## config.mk

```make
export PLATFORM = sky130hd
export DESIGN_NAME = prog_clk_divider_flat
export DESIGN_NICKNAME = d
export VERILOG_FILES = /design/src/rtl/prog_clk_divider_if.sv /design/src/rtl/prog_clk_divider.sv /design/src/flat_wrapper.sv
export SDC_FILE = /design/constraint.sdc
export NUM_CORES = 1
export LEC_CHECK = 0
export BUFFER_PORTS_ARGS = -buffer_cell sky130_fd_sc_hd__buf_2
export CORE_MARGIN = 5
export CORE_UTILIZATION = 38
export CTS_BUF_LIST = sky130_fd_sc_hd__clkbuf_16
export CTS_CLUSTER_DIAMETER = 150
export CTS_CLUSTER_SIZE = 24
export DETAILED_ROUTE_END_ITERATION = 10
export SETUP_SLACK_MARGIN = 0.05
export SLEW_MARGIN = 20
export SYNTH_ARGS = -nofsm -noshare
export SYNTH_HDL_FRONTEND = slang
export SYNTH_SLANG_ARGS = --single-unit
```

## constraint.sdc

```tcl
create_clock -name clk_ht -period 10.2 [get_ports clk_ht]
set_input_delay 1.02 -clock clk_ht [delete_from_list [all_inputs] [get_ports clk_ht]]
set_output_delay 1.02 -clock clk_ht [all_outputs]
set_load 0.01 [all_outputs]
```

## src/rtl/prog_clk_divider_if.sv

```systemverilog
// Configuration port of prog_clk_divider: one valid/ready request carrying
// target channel, period and high time.
interface prog_clk_divider_if #(
   parameter int CH_W  = 2,
   parameter int CNT_W = 28
);
   logic             cfg_valid;
   logic             cfg_ready;
   logic [CH_W-1:0]  cfg_ch;
   logic [CNT_W-1:0] cfg_period;
   logic [CNT_W-1:0] cfg_high;

   modport master (
      output cfg_valid,
      output cfg_ch,
      output cfg_period,
      output cfg_high,
      input  cfg_ready
   );

   modport slave (
      input  cfg_valid,
      input  cfg_ch,
      input  cfg_period,
      input  cfg_high,
      output cfg_ready
   );
endinterface

```

## src/rtl/prog_clk_divider.sv

```systemverilog
// Multi-channel programmable clock divider: per-channel period/high time,
// glitch-free reconfiguration applied only at period boundaries.
module prog_clk_divider #(
   parameter int CLK_HZ     = 125_000_000,
   parameter int NUM_CH     = 4,
   parameter int CNT_W      = 28,
   parameter int DEF_PERIOD = 125_000_000,
   parameter int CH_W       = 2
) (
   input  logic              clk_ht,
   input  logic              rst_n,
   input  logic [NUM_CH-1:0] en,
   prog_clk_divider_if.slave cfg,
   output logic [NUM_CH-1:0] clk_di,
   output logic [NUM_CH-1:0] tick,
   output logic [NUM_CH-1:0] busy
);

   // A degenerate DEF_PERIOD falls back to a 1 Hz period derived from CLK_HZ.
   localparam int               DEF_INT = (DEF_PERIOD >= 2) ? DEF_PERIOD : CLK_HZ;
   localparam logic [CNT_W-1:0] DEF_P   = CNT_W'(DEF_INT);
   localparam logic [CNT_W-1:0] DEF_H   = CNT_W'(DEF_INT / 2);

   logic [CNT_W-1:0]  cnt  [NUM_CH];
   logic [CNT_W-1:0]  per  [NUM_CH];
   logic [CNT_W-1:0]  hi   [NUM_CH];
   logic [CNT_W-1:0]  pper [NUM_CH];
   logic [CNT_W-1:0]  phi  [NUM_CH];
   logic [NUM_CH-1:0] pend;
   logic [NUM_CH-1:0] run;
   logic [NUM_CH-1:0] wrap;
   logic              accept;
   logic [CNT_W-1:0]  cl_period;

   // Out-of-range channel indices match nothing and so stay ready.
   always_comb begin
      cfg.cfg_ready = 1'b1;
      for (int i = 0; i < NUM_CH; i++) begin
         if (cfg.cfg_ch == CH_W'(i)) begin
            cfg.cfg_ready = ~pend[i];
         end
      end
   end

   always_comb begin
      wrap = '0;
      for (int i = 0; i < NUM_CH; i++) begin
         wrap[i] = (cnt[i] == per[i] - CNT_W'(1));
      end
   end

   assign accept    = cfg.cfg_valid & cfg.cfg_ready;
   assign cl_period = (cfg.cfg_period < CNT_W'(2)) ? CNT_W'(2) : cfg.cfg_period;
   assign busy      = pend;

   // The first enabled edge after a disable only starts the channel (run is
   // still 0), so the counter reads 0 there and clk_di rises one edge later.
   // An accept can only happen with pend clear, so it never collides with an
   // apply of the same channel.
   always_ff @(posedge clk_ht or negedge rst_n) begin
      if (!rst_n) begin
         for (int i = 0; i < NUM_CH; i++) begin
            cnt[i]  <= '0;
            per[i]  <= DEF_P;
            hi[i]   <= DEF_H;
            pper[i] <= DEF_P;
            phi[i]  <= DEF_H;
         end
         pend   <= '0;
         run    <= '0;
         clk_di <= '0;
         tick   <= '0;
      end else begin
         for (int i = 0; i < NUM_CH; i++) begin
            if (en[i] && run[i]) begin
               clk_di[i] <= (cnt[i] < hi[i]);
               tick[i]   <= wrap[i];
               if (wrap[i]) begin
                  cnt[i] <= '0;
                  if (pend[i]) begin
                     per[i]  <= pper[i];
                     hi[i]   <= phi[i];
                     pend[i] <= 1'b0;
                  end
               end else begin
                  cnt[i] <= cnt[i] + CNT_W'(1);
               end
            end else begin
               cnt[i]    <= '0;
               clk_di[i] <= 1'b0;
               tick[i]   <= 1'b0;
               if (pend[i]) begin
                  per[i]  <= pper[i];
                  hi[i]   <= phi[i];
                  pend[i] <= 1'b0;
               end
            end
            run[i] <= en[i];
            if (accept && (cfg.cfg_ch == CH_W'(i))) begin
               pper[i] <= cl_period;
               phi[i]  <= cfg.cfg_high;
               pend[i] <= 1'b1;
            end
         end
      end
   end

endmodule

```

## src/flat_wrapper.sv

```systemverilog
// flat-port wrapper written by rule: the top's interface ports become plain ports
module prog_clk_divider_flat 
#(
   parameter int CLK_HZ     = 125_000_000,
   parameter int NUM_CH     = 4,
   parameter int CNT_W      = 28,
   parameter int DEF_PERIOD = 125_000_000,
   parameter int CH_W       = 2
)
  (clk_ht, rst_n, en, clk_di, tick, busy, cfg_cfg_valid, cfg_cfg_ch, cfg_cfg_period, cfg_cfg_high, cfg_cfg_ready);
  prog_clk_divider_if #(.CH_W(CH_W), .CNT_W(CNT_W)) cfg_i ();
  input  logic clk_ht;
  input  logic rst_n;
  input  logic [NUM_CH-1:0] en;
  output logic [NUM_CH-1:0] clk_di;
  output logic [NUM_CH-1:0] tick;
  output logic [NUM_CH-1:0] busy;
  input wire logic [$bits(cfg_i.cfg_valid)-1:0] cfg_cfg_valid;
  input wire logic [$bits(cfg_i.cfg_ch)-1:0] cfg_cfg_ch;
  input wire logic [$bits(cfg_i.cfg_period)-1:0] cfg_cfg_period;
  input wire logic [$bits(cfg_i.cfg_high)-1:0] cfg_cfg_high;
  output wire logic [$bits(cfg_i.cfg_ready)-1:0] cfg_cfg_ready;
  assign cfg_i.cfg_valid = cfg_cfg_valid;
  assign cfg_i.cfg_ch = cfg_cfg_ch;
  assign cfg_i.cfg_period = cfg_cfg_period;
  assign cfg_i.cfg_high = cfg_cfg_high;
  assign cfg_cfg_ready = cfg_i.cfg_ready;
  prog_clk_divider #(.CLK_HZ(CLK_HZ), .NUM_CH(NUM_CH), .CNT_W(CNT_W), .DEF_PERIOD(DEF_PERIOD), .CH_W(CH_W)) u_core (.clk_ht(clk_ht), .rst_n(rst_n), .en(en), .cfg(cfg_i), .clk_di(clk_di), .tick(tick), .busy(busy));
endmodule
```

# ---- After elaboration in Yosys (flattened, before gate mapping)
# Index checks and enable logic that the tools add are counted.
dict set report op_classes {
  muxes 57
  addsub 8
  n_eq_ne 15
  magnitude_cmp 5
  n_reduce_logical 9
  bitwise_logic 5
}
# operator n
set op_table {}
lappend op_table {{28-bit two-way mux} 33}
lappend op_table {{28-bit by 1-bit adder with 28-bit output, second input constant} 4}
lappend op_table {{28-bit == test} 4}
lappend op_table {{28-bit less-than comparator} 4}
lappend op_table {{28-bit by 1-bit subtractor with 28-bit output, second input constant} 4}
lappend op_table {{28-bit by 2-bit less-than comparator with 1-bit output, second input constant} 1}
lappend op_table {{1-bit two-way mux} 24}
lappend op_table {{3-bit by 2-bit inequality test with 1-bit output, second input constant} 4}
lappend op_table {{1-bit logical AND} 8}
lappend op_table {{2-bit by 1-bit inequality test with 1-bit output, second input constant} 4}
lappend op_table {{2-bit == test, second input constant} 2}
lappend op_table {{1-bit inverter} 4}
lappend op_table {{2-bit by 1-bit == test with 1-bit output, second input constant} 1}
lappend op_table {{2-bit zero test} 1}
lappend op_table {{1-bit bitwise AND} 1}
dict set report totals {
  word_cells 126
  regBits 576
  inputBits 65
}

# ---- Longest topological paths before layout
dict set report logic_depth {
  depth_word 8
  depth_mapped 13
  depth_no_buf 10
}

# ---- Least setup slack after synthesis
# Ideal clock, no wire load.
dict set report synth_timing {
  kind {register to register}
  startpoint {reg u_core.per[28] in the netlist's numbering}
  endpoint {reg u_core.per[46] in the netlist's numbering}
  setup_slack_ns 6.615
  path_stages_with_launch 13
  arrival_ns 3.457
  setup_time_ns 0.128
  n_path_buf 2
  t_required_ns 10.072
  cell_sequence {dfrtp_1 -> inv_1 -> ha_1 -> nor4b_1 -> nand2_1 -> o31a_1 -> nor4b_1 -> a311oi_1 -> or4_1 -> o41a_1 -> clkbuf_1 -> buf_2 -> mux2_1}
}
dict set report synth_via {
  elab_chain_len 3
}
# item line
set synth_lines {}
lappend synth_lines {{from (decl)} prog_clk_divider.sv:25} ;# logic [CNT_W-1:0] per [NUM_CH];
lappend synth_lines {{from (signal, indexed assignment)} prog_clk_divider.sv:81} ;# per[i] <= pper[i];
lappend synth_lines {{from (signal, indexed assignment)} prog_clk_divider.sv:93} ;# per[i] <= pper[i];
lappend synth_lines {{28-bit by 1-bit subtractor with 28-bit output} prog_clk_divider.sv:48} ;# wrap[i] = (cnt[i] == per[i] - CNT_W'(1));
lappend synth_lines {{28-bit == test} prog_clk_divider.sv:48}
lappend synth_lines {{2-bit by 1-bit inequality test with 1-bit output (no line)} --}
# No other way between the ends.
# A chain may end at the register's enable or synchronous reset.

# ---- Worst setup path in the final report
dict set report layout_timing {
  startpoint {reg u_core.per[56] in the netlist's numbering}
  endpoint {reg u_core.hi[68] in the netlist's numbering}
}
dict set report layout_via {
  elab_chain_len 3
}
# item line
set layout_lines {}
lappend layout_lines {{28-bit by 1-bit subtractor with 28-bit output} prog_clk_divider.sv:48}
lappend layout_lines {{28-bit == test} prog_clk_divider.sv:48}
lappend layout_lines {{2-bit by 1-bit inequality test with 1-bit output (no line)} --}
lappend layout_lines {{to (signal, indexed assignment)} prog_clk_divider.sv:82} ;# hi[i] <= phi[i];
lappend layout_lines {{to (signal, indexed assignment)} prog_clk_divider.sv:94} ;# hi[i] <= phi[i];
lappend layout_lines {{to (decl)} prog_clk_divider.sv:26} ;# logic [CNT_W-1:0] hi [NUM_CH];
# No other way between the ends.

==> summary.md <==
| Metric | Value |
|---|---|
| Synthesized instance count | 2628 |
| Sum Neg Setup Slack | 0 ps |
| Status | finished clean |
| Pwr Total | 6.50 mW |
| GR Util All Layers | 18.4% |
| Synth top area share | 31.2% |
| Avg Cell Area, Syn | 11.2 µm² |
| Crit path DAT | 5300 ps |
| Pre-antenna DRT Iters | 5 |
| Clk slew on worst S/H paths | 100 ps |
| Post-synthesis instance area | 29500 µm² |
| Hold_buf cts | 0 |
| PortBufs | 77 |
| Critical R2R Launch | u_core.per[56]$_DFFE_PN0P_ |
| Synthesized net count | 2809 |
| Crit path top cell by count | nor4b_1 |
| Slowest CP cell | nor4b_1 |
| Crit-path cells | inv_1, ha_1, or4b_2, nor3_1, a31oi_1, nor4b_1, o211ai_1, nor4b_1, a41oi_4, buf_4, mux2_1 |
| Ranking of synthesized cells by area | dfrtp_1, dfstp_2, mux2_2, mux2_1, ha_1 |
| Synth unique cells | 75 |
| Req. time, crit path | 10690 ps |
| HP Class | input port to asynchronous set/reset pin |
| Worst slew pin tran | 1100 ps |
| Commonest non-fill, non-tap cells in the layout | dfrtp_1, nand2_1, mux2_2 |
| CP endpoint kind | flip-flop |
| Setup-failing EPs final | 0 |
| Clk_skew | 15.5 ps |
| Fillers | 7330 |
| Clock root cell | clkbuf_16 |
| Layout cell share with drive strength beyond 1 | 22.7% |
| Commonest non-fill, non-tap cell in the layout | dfrtp_1 |
| First-pass GRT wire length | 119000 µm |
| Fmax achieved | 208 MHz |
| Largest net degree at the start of global routing | 113 |
| Die Area | 83400 µm² |
| CORE AREA | 77200 µm² |
| Final Hold Violating Endpoints | 0 |
| CP bufs+invs | 2 |
| Die W | 289 µm |
| Clock Latency Late Sink | 610 ps |
| Maxcap violations | 0 |
| GPL Wtd Cong | 0.872 |
| Nets | 2834 |
| Final Max Slew Viols | 0 |
| R2r setup slk | 5380 ps |
| Post-synthesis sequential area ratio | 49.7% |
| WL/cell | 20.8 µm |
| Vias after detailed routing | 19900 |
| Relative slew slack | 26.6% |
| P&R area growth vs syn | 7.71% |
| # H-tree levels | 1 |
| Number of global-route vias before repair | 19800 |
| Via density | 5.35 |
| Synth Flop Type | dfrtp_1 |
| Max stage delay on crit path | 780 ps |
| Post-CTS Resized | 0 |
| Leak | 14.1 nW |
| Worst vdd ir | 0.125 mV |
| Effective utilization at floorplan | 38.3% |
| Number of flops mapped to enable cells by yosys | 0 |
| CTS tree | yes |
| Drc violations | 0 |
| DRT antenna net count | 0 |
| Max Root-Sink Buffers | 3 |
| Final WL | 77500 µm |
| Startpoint Class | flip-flop |
| Clock sink total | 576 |
| FF-to-FF End | u_core.hi[68]$_DFFE_PN0P_ |
| Row count | 102 |
| # IOs | 78 |
| Synth warn | 0 |
| Critical Path Fanout Max | 35 |
| DIE HEIGHT | 289 µm |
| Hpwl dp | 55400 µm |
| Crit path max-delay family | simple AND/OR/NAND/NOR gates |
| Global route overflow | 0 |
| Fin crit share | 47.2% |
| Power Density | 204 nW/µm² |
| Leading area contributor after synthesis | dfrtp_1 |
| Crit Path Category | flip-flop to flip-flop |
| Reg2Reg Depth | 11 |
| Crit. Startpoint | u_core.per[56]$_DFFE_PN0P_ |
| Register bit total from synthesis | 576 |
| TritonCTS Buffers | 27 |
| Fin crit period | 4820 ps |
| Initial antenna violation count | 17 |
| Async S/R FF share, synth | 100% |
| 1st-iter DRT viols | 1396 |
| Unrepaired setup endpoints after global routing | no |
| Post-CTS setup buffers | 0 |
==> worst max-delay path by stage <==
stage               depth (start not counted)                    endpoint  slack [ps]
floorplan                                  12  u_core.per[46]$_DFFE_PN0P_        6620
detailed placement                         11   u_core.hi[62]$_DFFE_PN0P_        5370
global placement                            9   u_core.hi[65]$_DFFE_PN0P_        5600
finish                                     11   u_core.hi[68]$_DFFE_PN0P_        5380
CTS                                        11   u_core.hi[62]$_DFFE_PN0P_        5360
global route                               11   u_core.hi[68]$_DFFE_PN0P_        5000
==> sequential cells by signal (all words and copies together) (netlist names) <==
signal         cells
u_core.cnt       112
u_core.hi        112
u_core.per       112
u_core.phi       112
u_core.pper      112
u_core.busy        4
u_core.clk_di      4
u_core.run         4
u_core.tick        4
==> power breakdown <==
part	leakage, nW	switching (mW)	internal, mW
sequential	6.85	0.523	3.03
combinational	6.76	0.867	0.874
clock	0.450	0.728	0.484
==> per-layer routing <==
metal,share of wire (%),global-route usage [%],routed length (µm)
met1,47,27.0,36700
met5,0,0,0
met3,5.7,2.63,4410
met4,3.2,5.32,2490
met2,44,28.4,33900
==> cell usage after synthesis, types with 64 or more instances <==
cell and number:
ha_1 116, dfrtp_1 368, inv_1 138, mux2_1 136, clkbuf_1 64, nand2_1 261
nand3_1 69, xnor2_1 129, xor2_1 113, nor2_1 160, dfstp_2 208, nor3_1 71
mux2_2 211
==> metrics by stage <==
stage	area, µm²	util, %	hold slack (ps)	setup slack [ps]	instances
finish	31800	41.2	454	5380	3718
global route	31800	41.2	477	5000	3713
CTS	31800	41.2	464	5360	3713
detailed placement	31000	40.2	448	5370	3664
global placement	31000	40.2	446	5600	3663
floorplan	29500	-	436	6620	2628
==> kinds of logic after synthesis <==
| logic type | after synthesis | share of synthesized area (%) |
|---|---|---|
| simple gates | 827 | 14.0 |
| flops | 576 | 49.7 |
| mux | 399 | 15.7 |
| xor+xnor | 242 | 7.18 |
| buf+inv | 239 | 3.25 |
| compound gates | 229 | 5.32 |
| fa+ha+maj | 116 | 4.91 |
==> layout make-up <==
type | count | area, µm² | share of cell area [%]
Multi-Input combinational cell | 1813 | 14000 | 44.0
Clock inverter | 22 | 82.6 | 0.260
Timing Repair Buffer | 97 | 557 | 1.75
Sequential cell | 576 | 14700 | 46.1
Tap cell | 1040 | 1300 | 4.09
Inverter | 138 | 518 | 1.63
Antenna cell | 5 | 12.5 | 0.0393
Clock buffer | 27 | 676 | 2.12
==> worst register-to-register path, delay by kind of cell (launching register included) <==
family / cells / cell delay (ps)
AND/OR/NAND/NOR: 4 / 2090
AO/OA/AOI/OAI: 3 / 930
buffers and inverters: 2 / 640
flip-flops: 1 / 440
multiplexers: 1 / 420
adder cells (fa/ha/maj): 1 / 200
Power figures use the tool's default switching activity.
